## config.mk

```make
export PLATFORM = sky130hd
export DESIGN_NAME = mips_mc_controller
export DESIGN_NICKNAME = d
export VERILOG_FILES = /design/src/rtl/mips_mc_pkg.sv /design/src/rtl/mips_alu_decoder.sv /design/src/rtl/mips_mc_controller.sv
export SDC_FILE = /design/constraint.sdc
export NUM_CORES = 1
export LEC_CHECK = 0
export CORE_AREA = 3 3 40 42
export CTS_BUF_LIST = sky130_fd_sc_hd__clkbuf_16
export CTS_CLUSTER_DIAMETER = 40
export CTS_CLUSTER_SIZE = 12
export DETAILED_ROUTE_END_ITERATION = 6
export DIE_AREA = 0 0 43 45
export DONT_BUFFER_PORTS = 1
export PLACE_DENSITY_LB_ADDON = 0.15
export SLEW_MARGIN = 10
export SYNTH_ARGS = -nofsm -noshare
export SYNTH_HDL_FRONTEND = slang
export SYNTH_SLANG_ARGS = --single-unit
```

## constraint.sdc

```tcl
create_clock -name clk -period 3 [get_ports clk]
set_clock_uncertainty 0.2 [all_clocks]
set_input_delay 0.6 -clock clk [delete_from_list [all_inputs] [get_ports clk]]
set_output_delay 0.6 -clock clk [all_outputs]
set_load 0.01 [all_outputs]
```

## src/rtl/mips_mc_pkg.sv

```systemverilog
// Shared types and constants for the multicycle MIPS control unit.
// Optional JUMP state is enabled with `define MC_JUMP_EN.
package mips_mc_pkg;

  typedef enum logic [3:0] {
    S_FETCH,
    S_DECODE,
    S_MEMADR,
    S_MEMREAD,
    S_MEMWB,
    S_MEMWRITE,
    S_EXECUTE,
    S_ALUWB,
    S_BRANCH,
    S_ADDIEXEC,
    S_ADDIWB
`ifdef MC_JUMP_EN
    , S_JUMP
`endif
  } state_t;

  typedef enum logic [1:0] {
    ADD,
    SUB,
    FUNCT
  } aluop_t;

  localparam logic [5:0] OP_RTYPE = 6'b000000;
  localparam logic [5:0] OP_LW    = 6'b100011;
  localparam logic [5:0] OP_SW    = 6'b101011;
  localparam logic [5:0] OP_BEQ   = 6'b000100;
  localparam logic [5:0] OP_ADDI  = 6'b001000;
  localparam logic [5:0] OP_J     = 6'b000010;

  localparam logic [5:0] F_ADD = 6'b100000;
  localparam logic [5:0] F_SUB = 6'b100010;

  localparam logic [2:0] ALU_ADD = 3'b010;
  localparam logic [2:0] ALU_SUB = 3'b110;

endpackage

```

## src/rtl/mips_alu_decoder.sv

```systemverilog
// ALUOp + Funct to ALUControl; only ADD and SUB are ever produced.
// Combinational, no configuration options.
module mips_alu_decoder
  import mips_mc_pkg::*;
(
  input  aluop_t      aluop,
  input  logic [5:0]  funct,
  output logic [2:0]  alucontrol
);

  always_comb begin
    alucontrol = ALU_ADD;
    unique case (aluop)
      ADD:     alucontrol = ALU_ADD;
      SUB:     alucontrol = ALU_SUB;
      FUNCT:   alucontrol = (funct == F_SUB) ? ALU_SUB : ALU_ADD;
      default: alucontrol = ALU_ADD;
    endcase
  end

endmodule

```

## src/rtl/mips_mc_controller.sv

```systemverilog
// Multicycle MIPS control FSM (Moore) with output decode.
// Define MC_JUMP_EN to add the j instruction and its JUMP state.
module mips_mc_controller
  import mips_mc_pkg::*;
(
  input  logic       clk,
  input  logic       reset,
  input  logic [5:0] Op,
  input  logic [5:0] Funct,
  input  logic       Zero,
  output logic       IorD,
  output logic       MemWrite,
  output logic       IRWrite,
  output logic       RegDst,
  output logic       MemtoReg,
  output logic       RegWrite,
  output logic       ALUSrcA,
  output logic [1:0] ALUSrcB,
  output logic [2:0] ALUControl,
  output logic [1:0] PCSrc,
  output logic       PCEn,
  output logic       Illegal
);

  state_t state, nxt;
  aluop_t aluop;
  logic   pcwrite;
  logic   branch;
  logic   rtype_ok;

  assign rtype_ok = (Op == OP_RTYPE) &&
                    ((Funct == F_ADD) || (Funct == F_SUB));

  always_ff @(posedge clk or posedge reset) begin
    if (reset) state <= S_FETCH;
    else       state <= nxt;
  end

  always_comb begin
    nxt      = S_FETCH;
    IorD     = 1'b0;
    MemWrite = 1'b0;
    IRWrite  = 1'b0;
    RegDst   = 1'b0;
    MemtoReg = 1'b0;
    RegWrite = 1'b0;
    ALUSrcA  = 1'b0;
    ALUSrcB  = 2'b00;
    PCSrc    = 2'b00;
    Illegal  = 1'b0;
    pcwrite  = 1'b0;
    branch   = 1'b0;
    aluop    = ADD;
    unique case (state)
      S_FETCH: begin
        IRWrite = 1'b1;
        pcwrite = 1'b1;
        ALUSrcB = 2'b01;
        nxt     = S_DECODE;
      end
      S_DECODE: begin
        ALUSrcB = 2'b11;
        unique case (1'b1)
          (Op == OP_LW),
          (Op == OP_SW):   nxt = S_MEMADR;
          rtype_ok:        nxt = S_EXECUTE;
          (Op == OP_BEQ):  nxt = S_BRANCH;
          (Op == OP_ADDI): nxt = S_ADDIEXEC;
`ifdef MC_JUMP_EN
          (Op == OP_J):    nxt = S_JUMP;
`endif
          default: begin
            nxt     = S_FETCH;
            Illegal = 1'b1;
          end
        endcase
      end
      S_MEMADR: begin
        ALUSrcA = 1'b1;
        ALUSrcB = 2'b10;
        nxt     = (Op == OP_LW) ? S_MEMREAD : S_MEMWRITE;
      end
      S_MEMREAD: begin
        IorD = 1'b1;
        nxt  = S_MEMWB;
      end
      S_MEMWB: begin
        RegWrite = 1'b1;
        MemtoReg = 1'b1;
      end
      S_MEMWRITE: begin
        IorD     = 1'b1;
        MemWrite = 1'b1;
      end
      S_EXECUTE: begin
        ALUSrcA = 1'b1;
        aluop   = FUNCT;
        nxt     = S_ALUWB;
      end
      S_ALUWB: begin
        RegWrite = 1'b1;
        RegDst   = 1'b1;
      end
      S_BRANCH: begin
        ALUSrcA = 1'b1;
        aluop   = SUB;
        branch  = 1'b1;
        PCSrc   = 2'b01;
      end
      S_ADDIEXEC: begin
        ALUSrcA = 1'b1;
        ALUSrcB = 2'b10;
        nxt     = S_ADDIWB;
      end
      S_ADDIWB: begin
        RegWrite = 1'b1;
      end
`ifdef MC_JUMP_EN
      S_JUMP: begin
        pcwrite = 1'b1;
        PCSrc   = 2'b10;
      end
`endif
      default: nxt = S_FETCH;
    endcase
  end

  assign PCEn = pcwrite | (branch & Zero);

  mips_alu_decoder u_aludec (
    .aluop      (aluop),
    .funct      (Funct),
    .alucontrol (ALUControl)
  );

endmodule
```

==> out/results.ini <==
[status]
status=completed

[layout]
final_util_pct=46.1
largest_register_ffs=4
filler_cell_count=135
max_flop_register=state
layout.cells.non_filler=83
final_cell_area_um2=592
drive_gt1_share_pct=14.7
fin_nets=88
reg_top3=state (4)
multi_input_area_um2=352
syn2layout_area_growth_pct=14.3
insertedDiodeCount=0
seq_area_um2=100

[sta]
timing.final.setup_violations=0
fin_crit_ns=2.56
maxSlewViolCount=0
tns_ns=0
rsz0062_at_grt=no
timing_worst_slew_pin_value_ns=0.625
upper_clock_frequency_limit_ghz=0.391
share_of_the_clock_period_used_by_the_worst_path_after_layout_pct=85.2
report.final.hold_viol_count=0
timing.slew.headroom_pct=57.9

[worst_setup_path]
crit_path_max_incr_delay_ns=0.47
worstPathMaxFanout=7
worstPathRequired_ns=2.20
worst-endpoint-arrival_ns=1.76
critPathLaunchType=flip-flop
critical-path-slowest-cell=sky130_fd_sc_hd__dfrtp_1
worstSetupEndpointType=primary output
rr_worst_depth=4
timing.reg2reg.setup_slack_ns=1.52
path_cells=nand2_1, or3_1, inv_1, ha_1, a41oi_1, nor2b_1
timing.critical_path.buf_inv=1
critical_path.top_delay_family=simple AND/OR/NAND/NOR gates
setup.worst_path.class=reg2out
cp.depth=6

[synth]
synth_seq_cells=4
post-synth-top-area-fraction_pct=19.3
synth.area.top_cells=sky130_fd_sc_hd__dfrtp_1 (19%), sky130_fd_sc_hd__ha_1 (7.2%), sky130_fd_sc_hd__buf_4 (5.8%), sky130_fd_sc_hd__nor2_1 (5.8%), sky130_fd_sc_hd__nor3_1 (4.8%)
synthesis.yosys.warnings=0
synth_seq_area_share_pct=19.3
synth.cell_area_um2=518
synthMostInstantiatedCell=sky130_fd_sc_hd__nor2_1
post_synth_inst_count=69
synth_edf_count=0
synthFlopType=sky130_fd_sc_hd__dfrtp_1
netlist-cell-type-count=35
synthesis.area_per_instance_um2=7.51
synthDominantAreaCellType=sky130_fd_sc_hd__dfrtp_1
yosys-top-cells-count=sky130_fd_sc_hd__nor2_1 (8), sky130_fd_sc_hd__nor3_1 (5), sky130_fd_sc_hd__buf_4 (4), sky130_fd_sc_hd__dfrtp_1 (4), sky130_fd_sc_hd__inv_1 (4)
async_reset_ff_share_pct=100

[clock_tree]
insertion_delay_ns=0.22
clock_sinks=4
cts_tree=done
h-tree-depth=1
post_cts_resize_count=0
cts_buffers=3
clockRootBuffer=sky130_fd_sc_hd__clkbuf_16
cts_setup_buffers=0
clk_pin_slew_ns=0.03
cts_buffer_depth=2

[pwr]
pwr_density_cell_nw_per_um2=711
power.ir.vdd_worst_uv=282
static-leakage-power_uw=0.000260

[route]
routed_wire_length_per_instance_um=13.8
vias_per_cell=5.64
drt_drc_violations_left=0
num_vias=468
drt_iter0_drc=8
drt_first_pass_iters=3
route.final.wire_length_mm=1.14
postRouteAntennaNets=0

[global_route]
wire_length_of_the_first_global_routing_pass_mm=1.88
grt_max_degree=13
track_usage_pct=13.0
initial_antenna_violation_count=0
first_global_vias=435
gr-total-overflow=0

[flow_run]
maxCapViolCount=0

[min_path]
min_path_cells=2
class_of_the_tightest_hold_or_removal_check=in2reg

[floorplan]
effective_utilization_at_floorplan_pct=40.3
die_h_um=45
placement_rows=13
pin_count=31
dieArea_um2=1940
chipWidth_um=43
fp.coreArea_um2=1280

[placement]
io_buffers=0
gpl.final_weighted_congestion=0.769
estimated_wirelength_of_the_detail_placed_design_um=916
detailed_place.area_um2=507
post-place-cells=79

## placed cells by master, fill, tap and decap left out
cell type                       count
sky130_fd_sc_hd__a21oi_1            2
sky130_fd_sc_hd__buf_4              2
sky130_fd_sc_hd__a2111oi_2          1
sky130_fd_sc_hd__dlygate4sd3_1      1
sky130_fd_sc_hd__nor3_1             5
sky130_fd_sc_hd__dfrtp_1            4
sky130_fd_sc_hd__o21bai_1           1
sky130_fd_sc_hd__o211ai_1           1
sky130_fd_sc_hd__nand4_1            1
sky130_fd_sc_hd__conb_1             3
sky130_fd_sc_hd__a221oi_2           1
sky130_fd_sc_hd__nor2b_1            3
sky130_fd_sc_hd__o21a_1             2
sky130_fd_sc_hd__inv_1              4
sky130_fd_sc_hd__ha_1               3
sky130_fd_sc_hd__or3_1              2
sky130_fd_sc_hd__xor2_1             1
sky130_fd_sc_hd__o2bb2ai_1          1
sky130_fd_sc_hd__a21o_1             1
sky130_fd_sc_hd__nand3_1            1
sky130_fd_sc_hd__xnor2_1            1
sky130_fd_sc_hd__nand3b_1           1
sky130_fd_sc_hd__or4_1              1
sky130_fd_sc_hd__and3_1             2
sky130_fd_sc_hd__o21ai_0            2
sky130_fd_sc_hd__nor4_1             2
sky130_fd_sc_hd__clkbuf_16          3
sky130_fd_sc_hd__nand4b_1           1
sky130_fd_sc_hd__nand2_1            2
sky130_fd_sc_hd__a41oi_1            1
sky130_fd_sc_hd__nor2_2             1
sky130_fd_sc_hd__or4_4              1
sky130_fd_sc_hd__nor2_1             8
sky130_fd_sc_hd__a22o_1             1
sky130_fd_sc_hd__inv_4              1
## worst reg2reg max path, delay by kind of cell (launching register included)
kind | cells | cell delay, ns
buffers and inverters | 1 | 0.22
AOI/OAI and AO/OA | 2 | 0.43
DFF | 1 | 0.47
and+or+nand+nor | 1 | 0.05
## where the power goes
part | internal [uW] | switching (uW) | leakage, uW
logic | 45.7 | 78.7 | 0.000169
clock network | 170 | 33.7 | 0.0000370
registers | 63.8 | 29.0 | 0.0000534
## kinds of logic after synthesis
group	Yosys count	synth area share (%)
and+or+nand+nor	31	33.1
AOI/OAI and AO/OA	14	22.0
adders and majority gates	3	7.25
other	2	1.45
xor gates and xnor gates	2	3.38
DFF	4	19.3
buffers and inverters	13	13.5
## per-stage QoR
stage	total power, uW	worst slack (ns)	hold WS (ns)
6_report	421	0.443	0.366
5_1_grt	449	0.303	0.402
4_1_cts	425	0.428	0.366
3_5_place_dp	217	0.664	0.179
3_3_place_gp	218	0.677	0.175
2_1_floorplan	203	0.629	0.166
## timing repair
action,4_1_cts,5_1_grt
hold endpoints to repair,4,0
hold buffers,1,0
setup endpoints to repair,0,0
## path summary, 6_finish.rpt
kind	start	endpoint
setup / recovery	state[2]$_DFF_PP0_	ALUControl[2]
hold / removal	Op[3]	state[0]$_DFF_PP0_
setup reg to reg	state[2]$_DFF_PP0_	state[2]$_DFF_PP0_
hold reg to reg	state[3]$_DFF_PP0_	state[0]$_DFF_PP0_
max in group asynchronous	reset	state[2]$_DFF_PP0_
min in group asynchronous	reset	state[3]$_DFF_PP0_
## per-layer routing
metal  up-vias  track usage (%)  share of wire [%]  wire [um]
met3         0             3.59                7.6         87
li1        236                -                  -          -
met1       215             16.5                 46        523
met4         0             7.23                  0          0
met2        17             20.1                 47        532
met5         -                0                  0          0
## cell type report
type	count	share of cell area [%]
Multi-Input combinational cell	53	59.4
Timing Repair Buffer	3	4.23
Tap cell	15	3.17
Clock buffer	3	12.7
Sequential cell	4	16.9
Inverter	5	3.59
(Power assumes the default switching activity.)
